## src/rtl/mem_access.sv

```systemverilog
// Memory-access stage: holds one EX result in a slot and runs its DMEM load/store over a req/ack port.
// The upstream pipe stalls until the access completes, then the result goes to write-back.
module mem_access #(
    parameter int DMEM_ADDR_WIDTH = 12,
    parameter int DMEM_WORD_WIDTH = 16,
    parameter int IALU_WORD_WIDTH = 16,
    parameter int PC_WIDTH        = 12,
    parameter int PMEM_WORD_WIDTH = 16,
    parameter int REG_IDX_WIDTH   = 4
) (
    input  logic                       clock,
    input  logic                       reset,
    input  logic                       in_act_load_dmem,
    input  logic                       in_act_store_dmem,
    input  logic                       in_act_write_res_to_reg,
    input  logic [DMEM_ADDR_WIDTH-1:0] in_dmem_rd_addr,
    input  logic [DMEM_ADDR_WIDTH-1:0] in_dmem_wr_addr,
    input  logic [DMEM_WORD_WIDTH-1:0] in_dmem_wr_word,
    input  logic [PMEM_WORD_WIDTH-1:0] in_instr,
    input  logic [PC_WIDTH-1:0]        in_pc,
    input  logic [IALU_WORD_WIDTH-1:0] in_res,
    input  logic [REG_IDX_WIDTH-1:0]   in_res_reg_idx,
    input  logic                       in_dmem_ack,
    input  logic [DMEM_WORD_WIDTH-1:0] in_dmem_rdata,
    output logic                       out_dmem_req,
    output logic                       out_dmem_we,
    output logic [DMEM_ADDR_WIDTH-1:0] out_dmem_addr,
    output logic [DMEM_WORD_WIDTH-1:0] out_dmem_wdata,
    output logic                       out_stall,
    output logic                       out_act_write_res_to_reg,
    output logic [IALU_WORD_WIDTH-1:0] out_res,
    output logic [REG_IDX_WIDTH-1:0]   out_res_reg_idx,
    output logic                       out_res_valid,
    output logic [PMEM_WORD_WIDTH-1:0] out_instr,
    output logic [PC_WIDTH-1:0]        out_pc,
    output logic [15:0]                out_stall_cnt
);

    typedef struct packed {
        logic                       ld;
        logic                       st;
        logic                       wr;
        logic [DMEM_ADDR_WIDTH-1:0] rd_addr;
        logic [DMEM_ADDR_WIDTH-1:0] wr_addr;
        logic [DMEM_WORD_WIDTH-1:0] wr_word;
        logic [PMEM_WORD_WIDTH-1:0] instr;
        logic [PC_WIDTH-1:0]        pc;
        logic [IALU_WORD_WIDTH-1:0] res;
        logic [REG_IDX_WIDTH-1:0]   reg_idx;
    } slot_t;

    typedef enum logic {
        ST_IDLE,
        ST_WAIT
    } state_t;

    slot_t       slot_q, slot_d;
    state_t      state_q, state_d;
    logic [15:0] stall_cnt_q, stall_cnt_d;

    logic is_store, is_load, mem_op, stall;

    // Store wins when both op bits are set; the load bit is then ignored.
    always_comb begin
        is_store = slot_q.st;
        is_load  = slot_q.ld & ~slot_q.st;
        mem_op   = is_store | is_load;
        stall    = mem_op & ~in_dmem_ack;
    end

    always_comb begin
        state_d = state_q;
        case (state_q)
            ST_IDLE: if (mem_op && !in_dmem_ack) state_d = ST_WAIT;
            ST_WAIT: if (in_dmem_ack || !mem_op) state_d = ST_IDLE;
            default: state_d = ST_IDLE;
        endcase
    end

    always_comb begin
        slot_d = slot_q;
        if (!stall) begin
            slot_d.ld      = in_act_load_dmem;
            slot_d.st      = in_act_store_dmem;
            slot_d.wr      = in_act_write_res_to_reg;
            slot_d.rd_addr = in_dmem_rd_addr;
            slot_d.wr_addr = in_dmem_wr_addr;
            slot_d.wr_word = in_dmem_wr_word;
            slot_d.instr   = in_instr;
            slot_d.pc      = in_pc;
            slot_d.res     = in_res;
            slot_d.reg_idx = in_res_reg_idx;
        end
    end

    always_comb begin
        stall_cnt_d = stall_cnt_q;
        if (stall && stall_cnt_q != 16'hFFFF) stall_cnt_d = stall_cnt_q + 16'd1;
    end

    always_ff @(posedge clock) begin
        if (!reset) begin
            slot_q      <= '0;
            state_q     <= ST_IDLE;
            stall_cnt_q <= '0;
        end else begin
            slot_q      <= slot_d;
            state_q     <= state_d;
            stall_cnt_q <= stall_cnt_d;
        end
    end

    // DMEM fields come straight from the held slot, so they stay stable while waiting.
    always_comb begin
        out_dmem_req   = mem_op;
        out_dmem_we    = is_store;
        out_dmem_addr  = is_store ? slot_q.wr_addr : (is_load ? slot_q.rd_addr : '0);
        out_dmem_wdata = is_store ? slot_q.wr_word : '0;
        out_stall      = stall;
    end

    always_comb begin
        out_act_write_res_to_reg = slot_q.wr & ~is_store & ~stall;
        out_res_valid            = slot_q.wr & ~is_store & ~stall;
        out_res                  = (is_load && in_dmem_ack) ? in_dmem_rdata : slot_q.res;
        out_res_reg_idx          = slot_q.reg_idx;
        out_instr                = slot_q.instr;
        out_pc                   = slot_q.pc;
        out_stall_cnt            = stall_cnt_q;
    end

endmodule

```

## config.mk

```make
export PLATFORM = sky130hd
export DESIGN_NAME = mem_access
export DESIGN_NICKNAME = d
export VERILOG_FILES = /design/src/rtl/mem_access.sv
export SDC_FILE = /design/constraint.sdc
export NUM_CORES = 1
export LEC_CHECK = 0
export BUFFER_PORTS_ARGS = -buffer_cell sky130_fd_sc_hd__buf_4
export CAP_MARGIN = 25
export CORE_MARGIN = 10
export CORE_UTILIZATION = 45
export CTS_CLUSTER_SIZE = 16
export DETAILED_ROUTE_END_ITERATION = 16
export PLACE_DENSITY_LB_ADDON = 0.12
export SLEW_MARGIN = 20
export SYNTH_ARGS = -nofsm -noshare
export SYNTH_HDL_FRONTEND = slang
export SYNTH_SLANG_ARGS = --single-unit
```

## constraint.sdc

```tcl
create_clock -name clock -period 1.6 [get_ports clock]
set_input_delay 0.24 -clock clock [delete_from_list [all_inputs] [get_ports clock]]
set_output_delay 0.24 -clock clock [all_outputs]
set_load 0.005 [all_outputs]
```

# After elaboration in Yosys (flattened, before gate mapping)
# Index checks and enable logic that the tools add are counted.
# W data, S select, Z words.
totals:
  reg_bits: 107
  in_bits: 110
  output_inout_bits: 97
  elab_cells: 27
op_classes:
  add_sub_neg: 1
  n_eq_ne: 1
  mux: 4
  bitwise: 8
  n_reduce_logical: 2
op_table:
  columns: ["operator", "n"]
  rows:
  - ["$mux W16", 2]
  - ["$mux W12", 2]
  - ["$add A16 B1 Y16 const B", 1]
  - ["$ne A16 B16 Y1 const B", 1]
  - ["$and A1 B1 Y1", 4]
  - ["$not A1 Y1", 3]
  - ["$logic_and A1 B1 Y1", 2]
  - ["$or A1 B1 Y1", 1]

# Depth between registers and ports, before layout
# Gate-level depths: netlist of the first run.
logic_depth:
  ltp_word: 6
  mapped_depth: 6
  mapped_depth_nobuf: 5

# Worst setup path after synthesis of the first run
# Ideal clock, no wire load.
synth_path:
  path_type: "reg-to-output"
  startpoint: "reg slot_q (netlist bit out_dmem_we)"
  endpoint: "out out_res_valid"
  arrival_ps: 1301
  t_required_ps: 1360
  path_slack_ps: 59
  path_stages_with_launch: 5
  path_buffers: 2
  path_cell_list: "dfxtp_1 o21bai_2 clkbuf_1 and3_1 buf_4"
synth_via:
  elab_chain_len: 6
  elab_cells_between_ends: 7
  cone_classes: "bitwise: 7"
synth_rtl:
  columns: ["element", "line_no", "text"]
  rows:
  - ["start: declaration", "57", "slot_t slot_q, slot_d;"]
  - ["start signal: assignment", "107", "slot_q <= slot_d;"]
  - ["$not A1 Y1", null, null]
  - ["$and A1 B1 Y1", "66", "is_load = slot_q.ld & ~slot_q.st;"]
  - ["$or A1 B1 Y1", "67", "mem_op = is_store | is_load;"]
  - ["$and A1 B1 Y1", "68", "stall = mem_op & ~in_dmem_ack;"]
  - ["$not A1 Y1", null, null]
  - ["$and A1 B1 Y1 *", null, null]
  - ["end: declaration", "33", "output logic out_res_valid,"]
# Mark *: on every way between the ends. The rest lies on a longest branch, timed or not.

# Worst setup path in the final report of the first run
layout_path:
  startpoint: "reg slot_q[90] (netlist name)"
  endpoint: "out out_res[1]"
layout_via:
  elab_chain_len: 3
layout_rtl:
  columns: ["element", "line_no", "text"]
  rows:
  - ["$and A1 B1 Y1", "66", null]
  - ["$logic_and A1 B1 Y1", "125", "out_res = (is_load && in_dmem_ack) ? in_dmem_rdata : slot_q.res;"]
  - ["$mux W16", "125", null]
  - ["end: declaration", "31", "output logic [IALU_WORD_WIDTH-1:0] out_res,"]
# Every way passes these cells.

==> results of run 1 <==
==> power groups by stage <==
| stage | registers (mW) | logic (mW) | clock network [mW] |
|---|---|---|---|
| floorplan | 2.95 | 0.500 | 0 |
| global placement | 2.97 | 0.953 | 0 |
| detailed placement | 2.98 | 0.974 | 0 |
| CTS | 2.92 | 1.06 | 1.69 |
| global route | 2.94 | 1.22 | 1.82 |
| finish | 2.92 | 1.12 | 1.66 |
==> Yosys cell counts (3+ instances only) <==
library cell,n
a21oi_1,93
a22o_1,11
a311oi_1,3
a31oi_1,3
and2_1,16
buf_2,16
buf_4,33
clkbuf_1,20
dfxtp_1,107
inv_1,3
mux2_2,16
nand2_1,191
nand2b_1,3
nand3_1,6
nand4_1,3
nor2_1,9
o21ai_0,5
==> critical path, delay by kind of cell, from the launching register on <==
| kind | cells | cell delay, ns |
|---|---|---|
| flip-flops | 1 | 0.36 |
| AND/OR/NAND/NOR | 2 | 0.26 |
| multiplexers | 1 | 0.30 |
| buffers and inverters | 2 | 0.27 |
==> cells in the final DEF (no fill, tap or decap), types with 3 or more instances in the layout <==
master        n
nand2_1     190
nand3_1       5
clkbuf_8      9
mux2_2       12
dfxtp_4       4
nand2b_1      3
a21oi_1      93
nand4_1       3
clkinvlp_4    3
and2_1       16
nor4_4        3
buf_6        23
mux2_4        4
buf_12        7
buf_4       217
o21ai_0       4
a311oi_1      3
nor2_1        8
dfxtp_1     102
a22o_1       11
==> what timing repair did <==
action / in CTS / in global routing
resized for setup: 38 / 36
cloned: 2 / 2
buffers inserted: 7 / 6
pin swaps: 14 / 13
endpoints found under the setup margin: 37 / 68
==> layer usage <==
metal / vias to the layer above / GRT usage, %
met3: 30 / 5.30
met5: - / 0
met4: 0 / 5.81
met1: 2141 / 21.7
li1: 2284 / -
met2: 176 / 33.9
==> worst max-delay path by stage <==
stage                                       start                             end  cells after the start
floorplan                out_dmem_we$_SDFFE_PN0N_                   out_res_valid                      4
CTS                      out_dmem_we$_SDFFE_PN0N_                      out_res[1]                      5
global placement                      in_dmem_ack  out_stall_cnt[11]$_SDFFE_PN0P_                      6
detailed placement  out_stall_cnt[0]$_SDFFE_PN0P_   out_stall_cnt[0]$_SDFFE_PN0P_                      5
finish                    slot_q[90]$_SDFFE_PN0N_                      out_res[1]                      5
global route             out_dmem_we$_SDFFE_PN0N_                      out_res[1]                      5
==> area by class of cell <==
class | count | area [sq um] | share of cell area, %
Inverter | 4 | 20.0 | 0.289
Timing Repair Buffer | 253 | 2160 | 31.3
Sequential cell | 107 | 2160 | 31.2
Multi-Input combinational cell | 395 | 2220 | 32.1
Clock inverter | 5 | 61.3 | 0.886
Tap cell | 133 | 166 | 2.41
Clock buffer | 11 | 131 | 1.90
==> flip-flops by register name, summed over array words and instances (netlist names) <==
name / flops
out_res_reg_idx: 4
out_pc: 12
out_stall_cnt: 16
slot_q: 58
out_dmem_we: 1
out_instr: 16
==> logic make-up after synthesis <==
group | count (synthesis) | synth area share [%]
AOI/OAI and AO/OA | 129 | 16.3
muxes | 18 | 4.34
buffers and inverters | 73 | 9.05
DFF | 107 | 46.4
and+or+nand+nor | 246 | 23.4
adders and majority gates | 1 | 0.271
xor gates and xnor gates | 1 | 0.190
==> per-stage QoR <==
step	setup slack [ns]	instance area [sq um]
detailed placement	-0.0488	6240
floorplan	0.0589	4620
global route	-0.234	6920
CTS	-0.204	6660
global placement	0.0546	6240
finish	-0.182	6920
==> impl_metrics.json, run 1 <==
{
  "rsz0062_at_grt": "true",
  "hold_path_end": "out_dmem_we$_SDFFE_PN0N_",
  "clockBufferDepth": 2,
  "htreeDepth": 3,
  "crit_chain": "nor2b_4 -> nand2_4 -> buf_12 -> mux2_4 -> buf_6",
  "diodes": 0,
  "gp_congestion": 0.854,
  "setup_viol": 32,
  "cts_root_buf": "clkbuf_8",
  "ys_types": 45,
  "finish.utilization_pct": 70.1,
  "tightest_slew_ns": 0.392,
  "r2r-start": "out_dmem_we$_SDFFE_PN0N_",
  "slew_headroom_pct": 73.8,
  "worst_slack_ns": -0.182,
  "r2r_setup_slack_ns": -0.01,
  "synth_edf_count": 0,
  "final_nets": 881,
  "cts_tree": "done",
  "powerDensity_nw_per_um2": 823,
  "status": "complete, but fails checks",
  "r2r_cells": 7,
  "synth_area_leader_cell": "dfxtp_1",
  "r2r-end": "out_stall_cnt[11]$_SDFFE_PN0P_",
  "async_flop_share_pct": 0,
  "clock_latency_ns": 0.36,
  "wl_per_cell_um": 17.1,
  "netlist_area_sq_um": 4620,
  "cts_hold_buffers": 0,
  "port_buffers": 206,
  "ir_drop_mv": 0.585,
  "critPathSlowestCell": "dfxtp_4",
  "clock_sinks": 107,
  "grt_pass1_wl_um": 23100,
  "start_util_pct": 46.8,
  "min_period_ns": 1.78,
  "wl_um": 15500,
  "p_clk_share_pct": 29.1,
  "dp_hpwl_um": 11000,
  "cts-buffers-inserted": 9,
  "synthTopCellsByArea": "dfxtp_1 46%, nand2_1 16%, a21oi_1 10%, buf_4 5.4%, mux2_2 3.9%",
  "maxCapViolCount": 0,
  "dp_cells": 877,
  "dieWidth_um": 121,
  "holdWs_ns": 0.113,
  "vias_per_cell": 5.10,
  "p_sw_share_pct": 26.3,
  "num_vias": 4631,
  "drtIter0Drc": 286,
  "ys_ff_latch": 107,
  "syn2layout_area_growth_pct": 49.9,
  "core.rowCount": 36,
  "switching_power_mw": 1.50,
  "syn-instance-count": 575,
  "syn-num-nets": 686,
  "dieArea_sq_um": 14700,
  "combPwrFrac_pct": 19.6,
  "synth_top_area_share_pct": 46.4,
  "clock_skew_ns": 0.0195,
  "hold_viol": 0,
  "grt_antenna_before_repair": 0,
  "route.met3.wl_um": 1170,
  "crit_path_max_fanout": 8,
  "path_clk_slew_ns": 0.09,
  "total_power_mw": 5.69,
  "crit_type": "register to output pin",
  "startpoint_type": "register",
  "die_h_um": 121,
  "wl_met2_um": 7860,
  "hold_class": "primary input to register",
  "synth-main-ff-cell": "dfxtp_1",
  "drc_errors": 0,
  "tns_ns": -3.37,
  "grt_pass1_vias": 4616,
  "fmaxAchievable_mhz": 561,
  "routedLengthMet1_um": 6150,
  "nFillCells": 821,
  "highest_layer": "met4",
  "dr.pass1.iters": 5,
  "ant_nets": 0,
  "hp-start": "in_act_store_dmem",
  "leakagePower_nw": 3.26,
  "max_stage_delay_ns": 0.36,
  "grt_usage_pct": 19.1,
  "p_seq_share_pct": 51.3,
  "grt_max_degree": 51,
  "ios": 207,
  "violations": "setup timing",
  "crit_arrival_ns": 1.54,
  "ys.warnings.count": 0,
  "seq_area_frac_synth_pct": 46.4,
  "instances_no_fill": 908,
  "drv_slew": 0,
  "drive_gt1_share_pct": 39.7,
  "grt_overflow": 0,
  "holdPathStages": 3,
  "timing.final.crit_share_pct": 111,
  "intPower_mw": 4.20,
  "cp_data_required_time_ns": 1.36,
  "syn_avg_cell_area_sq_um": 8.03,
  "endpoint_kind": "output pin",
  "core_sq_um": 9860
}
No activity file was read; power rests on OpenSTA's default activity.
==> run 2, diff against run 1 <==
--- a/config.mk
+++ b/config.mk
@@ -12,6 +12,7 @@
 export CTS_CLUSTER_SIZE = 16
 export DETAILED_ROUTE_END_ITERATION = 16
 export PLACE_DENSITY_LB_ADDON = 0.12
+export SETUP_SLACK_MARGIN = 0.5
 export SLEW_MARGIN = 20
 export SYNTH_ARGS = -nofsm -noshare
 export SYNTH_HDL_FRONTEND = slang
==> impl_metrics.json, run 2 <==
{
  "syn-num-nets": 686,
  "synth_edf_count": 0,
  "cts-buffers-inserted": 9,
  "tool.error": "[ERROR DPL-0033] detailed placement checks failed during check placement.",
  "htreeDepth": 3,
  "cts_hold_buffers": 0,
  "clockBufferDepth": 2,
  "synth_top_area_share_pct": 46.4,
  "async_flop_share_pct": 0,
  "status": "aborted with a tool error",
  "synth_area_leader_cell": "dfxtp_1",
  "syn_avg_cell_area_sq_um": 8.03,
  "synth_top_family_by_area": "simple AND/OR/NAND/NOR gates",
  "dp_slack_ns": 0.0257,
  "netlist_area_sq_um": 4620,
  "syn-instance-count": 575,
  "synth-simple-area-share_pct": 23.4,
  "ys_ff_latch": 107,
  "synth_xor_area_share_pct": 0.190,
  "die_h_um": 121,
  "dp_cells": 861,
  "core.rowCount": 36,
  "synthTopCellsByArea": "dfxtp_1 46%, nand2_1 16%, a21oi_1 10%, buf_4 5.4%, mux2_2 3.9%",
  "ios": 207,
  "synth-adder-area-share_pct": 0.271,
  "clock_sinks": 107,
  "seq_area_frac_synth_pct": 46.4,
  "synthTopCellsByCount": "191 x nand2_1, 107 x dfxtp_1, 93 x a21oi_1, 33 x buf_4, 20 x clkbuf_1",
  "grt_worst_setup_endpoint": "out_res[4]",
  "synthMuxAreaShare_pct": 4.34,
  "synth-main-ff-cell": "dfxtp_1",
  "gp_congestion": 0.850,
  "synth_compound_area_share_pct": 16.3,
  "worstEpCategory": "primary output",
  "grt_max_degree": 47,
  "grt_antenna_before_repair": 0,
  "start_util_pct": 46.8,
  "cts_root_buf": "clkbuf_8",
  "yosysMostFrequentCell": "nand2_1",
  "ys.warnings.count": 0,
  "ys_types": 45,
  "port_buffers": 206,
  "dp_hpwl_um": 10700,
  "lastStage": "global routing (5_1_grt)",
  "dieWidth_um": 121
}
[run 2: cell counts after synthesis]
Identical to the previous run, type by type.
[run 2: repair_timing]
action                     CTS
setup buffers               44
setup endpoints to repair  175
pin swaps                   81
resized for setup          269
gates cloned                24
[run 2: stage by stage]
step                instance area (sq um)  util, %  TNS (ns)
CTS                                  8370     84.9     -4.19
detailed placement                   6210     63.0         0
global placement                     6210     63.0         0
floorplan                            4870        -         0
[run 2: cell families after synthesis]
logic type	count (synthesis)
AO/OA/AOI/OAI	129
multiplexers	18
adder cells (fa/ha/maj)	1
flip-flops	107
XOR/XNOR	1
buffers and inverters	73
AND/OR/NAND/NOR	246
==> run 3, diff against run 2 <==
--- a/config.mk
+++ b/config.mk
@@ -8,11 +8,9 @@
 export BUFFER_PORTS_ARGS = -buffer_cell sky130_fd_sc_hd__buf_4
 export CAP_MARGIN = 25
 export CORE_MARGIN = 10
-export CORE_UTILIZATION = 45
-export CTS_CLUSTER_SIZE = 16
+export CORE_UTILIZATION = 30
 export DETAILED_ROUTE_END_ITERATION = 16
-export PLACE_DENSITY_LB_ADDON = 0.12
-export SETUP_SLACK_MARGIN = 0.5
+export PLACE_DENSITY_LB_ADDON = 0.15
 export SLEW_MARGIN = 20
 export SYNTH_ARGS = -nofsm -noshare
 export SYNTH_HDL_FRONTEND = slang
==> impl_metrics.json, run 3 (synthesis gave the netlist of run 1 again) <==
{
  "status": "complete, but fails checks",
  "violations": "setup timing",
  "dr.pass1.iters": 4,
  "setup_viol": 25,
  "drv_slew": 0,
  "cts-buffers-inserted": 9,
  "hold_class": "primary input to register",
  "clock_latency_ns": 0.34,
  "grt_antenna_before_repair": 0,
  "maxCapViolCount": 0,
  "endpoint_kind": "output pin",
  "ant_nets": 0,
  "dp_hpwl_um": 11500,
  "tightest_slew_ns": 0.467,
  "crit_chain": "nor2b_4 -> nand2_4 -> buf_12 -> mux2_4 -> buf_6",
  "dp_cells": 936,
  "tns_ns": -3.08,
  "drc_errors": 0,
  "r2r_setup_slack_ns": 0.03,
  "syn2layout_area_growth_pct": 52.1,
  "max_stage_delay_ns": 0.35,
  "core.rowCount": 45,
  "timing.final.crit_share_pct": 112,
  "gp_congestion": 0.784,
  "cts_tree": "done",
  "slew_headroom_pct": 68.6,
  "setup.worst_path.start": "slot_q[90]$_SDFFE_PN0N_",
  "path_clk_slew_ns": 0.07,
  "dieWidth_um": 144,
  "drive_gt1_share_pct": 39.4,
  "start_util_pct": 30.5,
  "core_sq_um": 15100,
  "switching_power_mw": 1.56,
  "cp_data_required_time_ns": 1.36,
  "clock_skew_ns": 0.00739,
  "grt_pass1_wl_um": 24200,
  "leakagePower_nw": 3.32,
  "instances_no_fill": 965,
  "crit_arrival_ns": 1.55,
  "htreeDepth": 3,
  "r2r-end": "out_stall_cnt[15]$_SDFFE_PN0P_",
  "multi_input_area_sq_um": 2190,
  "r2r_cells": 7,
  "p_sw_share_pct": 25.4,
  "grt_max_degree": 79,
  "grt_pass1_vias": 4550,
  "final_nets": 883,
  "hold_viol": 0,
  "layout_commonest_cell": "buf_4",
  "die_h_um": 144,
  "largest_reg_flops": 58,
  "setup.worst_path.end": "out_res[11]",
  "fmaxAchievable_mhz": 559,
  "rsz0062_at_grt": "true",
  "wl_per_cell_um": 16.9,
  "intPower_mw": 4.58,
  "min_period_ns": 1.79,
  "vias_per_cell": 4.70,
  "worst_slack_ns": -0.188,
  "num_vias": 4533,
  "critPathSlowestCell": "dfxtp_4",
  "startpoint_type": "register",
  "cts_root_buf": "clkbuf_16",
  "ios": 207,
  "final_cell_mix": "218 x buf_4, 190 x nand2_1, 105 x dfxtp_1",
  "clockBufferDepth": 2,
  "top_register": "slot_q",
  "powerDensity_nw_per_um2": 874,
  "r2r-start": "out_dmem_we$_SDFFE_PN0N_",
  "p_seq_share_pct": 47.5,
  "grt_usage_pct": 14.6,
  "total_power_mw": 6.14,
  "p_clk_share_pct": 33.9,
  "port_buffers": 206,
  "diodes": 0,
  "clock_sinks": 107,
  "cts_hold_buffers": 0,
  "crit_path_max_fanout": 8,
  "crit_type": "register to output pin",
  "wl_um": 16300,
  "drtIter0Drc": 206,
  "combPwrFrac_pct": 18.6,
  "dieArea_sq_um": 20700,
  "seqCellArea_sq_um": 2150,
  "grt_overflow": 0,
  "ir_drop_mv": 0.429,
  "nFillCells": 1480
}
[run 3: stage by stage]
step	instance area [sq um]	utilization (%)	setup WS [ns]	hold WS, ns
3_5_place_dp	6340	41.8	-0.0126	0.441
5_1_grt	7020	46.4	-0.236	0.131
6_report	7020	46.4	-0.188	0.143
2_1_floorplan	4620	-	0.0589	0.379
4_1_cts	6900	45.5	-0.199	0.125
3_3_place_gp	6340	41.8	0.0370	0.436
[run 3: area by class of cell]
cell class	instances	share of cell area, %
tap	188	3.35
sequential	107	30.6
inverter	4	0.303
timing repair buffer	255	30.7
clock buffer	12	3.51
clock inverter	4	0.374
multi-input combinational	395	31.1
[run 3: worst min path at each step]
stage	startpoint	to	slack, ns	cells past startpoint
6_report	in_res[4]	slot_q[8]$_SDFFE_PN0N_	0.14	3
5_1_grt	in_dmem_wr_addr[7]	slot_q[71]$_SDFFE_PN0N_	0.13	3
4_1_cts	in_pc[0]	out_pc[0]$_SDFFE_PN0N_	0.13	3
3_5_place_dp	slot_q[48]$_SDFFE_PN0N_	slot_q[48]$_SDFFE_PN0N_	0.44	2
3_3_place_gp	slot_q[60]$_SDFFE_PN0N_	slot_q[60]$_SDFFE_PN0N_	0.44	2
2_1_floorplan	in_act_store_dmem	out_dmem_we$_SDFFE_PN0N_	0.38	2
[run 3: layer usage]
layer / part of all wire, % / track usage, % / vias up
li1: - / - / 2293
met1: 41 / 16.9 / 2101
met2: 51 / 25.2 / 124
met3: 6.6 / 4.30 / 15
met4: 1.4 / 4.78 / 0
met5: 0 / 0 / -
[run 3: power by group through the flow]
stage / registers, mW / clock network, mW / logic (mW)
2_1_floorplan: 2.95 / 0 / 0.500
3_3_place_gp: 2.97 / 0 / 0.984
3_5_place_dp: 2.98 / 0 / 0.995
4_1_cts: 2.92 / 2.16 / 1.11
5_1_grt: 2.94 / 2.28 / 1.25
6_report: 2.92 / 2.08 / 1.14
[run 3: worst max-delay path: cells and delay by family, from the launching register on]
family	cells	cell delay, ns
flip-flops	1	0.35
multiplexers	1	0.30
buffers and inverters	2	0.28
AND/OR/NAND/NOR	2	0.27
[run 3: timing repair]
item                       4_1_cts  5_1_grt
gates cloned                     1        2
setup buffers                   10        3
pin swaps                        6        4
setup endpoints to repair       31      120
resized for setup               55       17
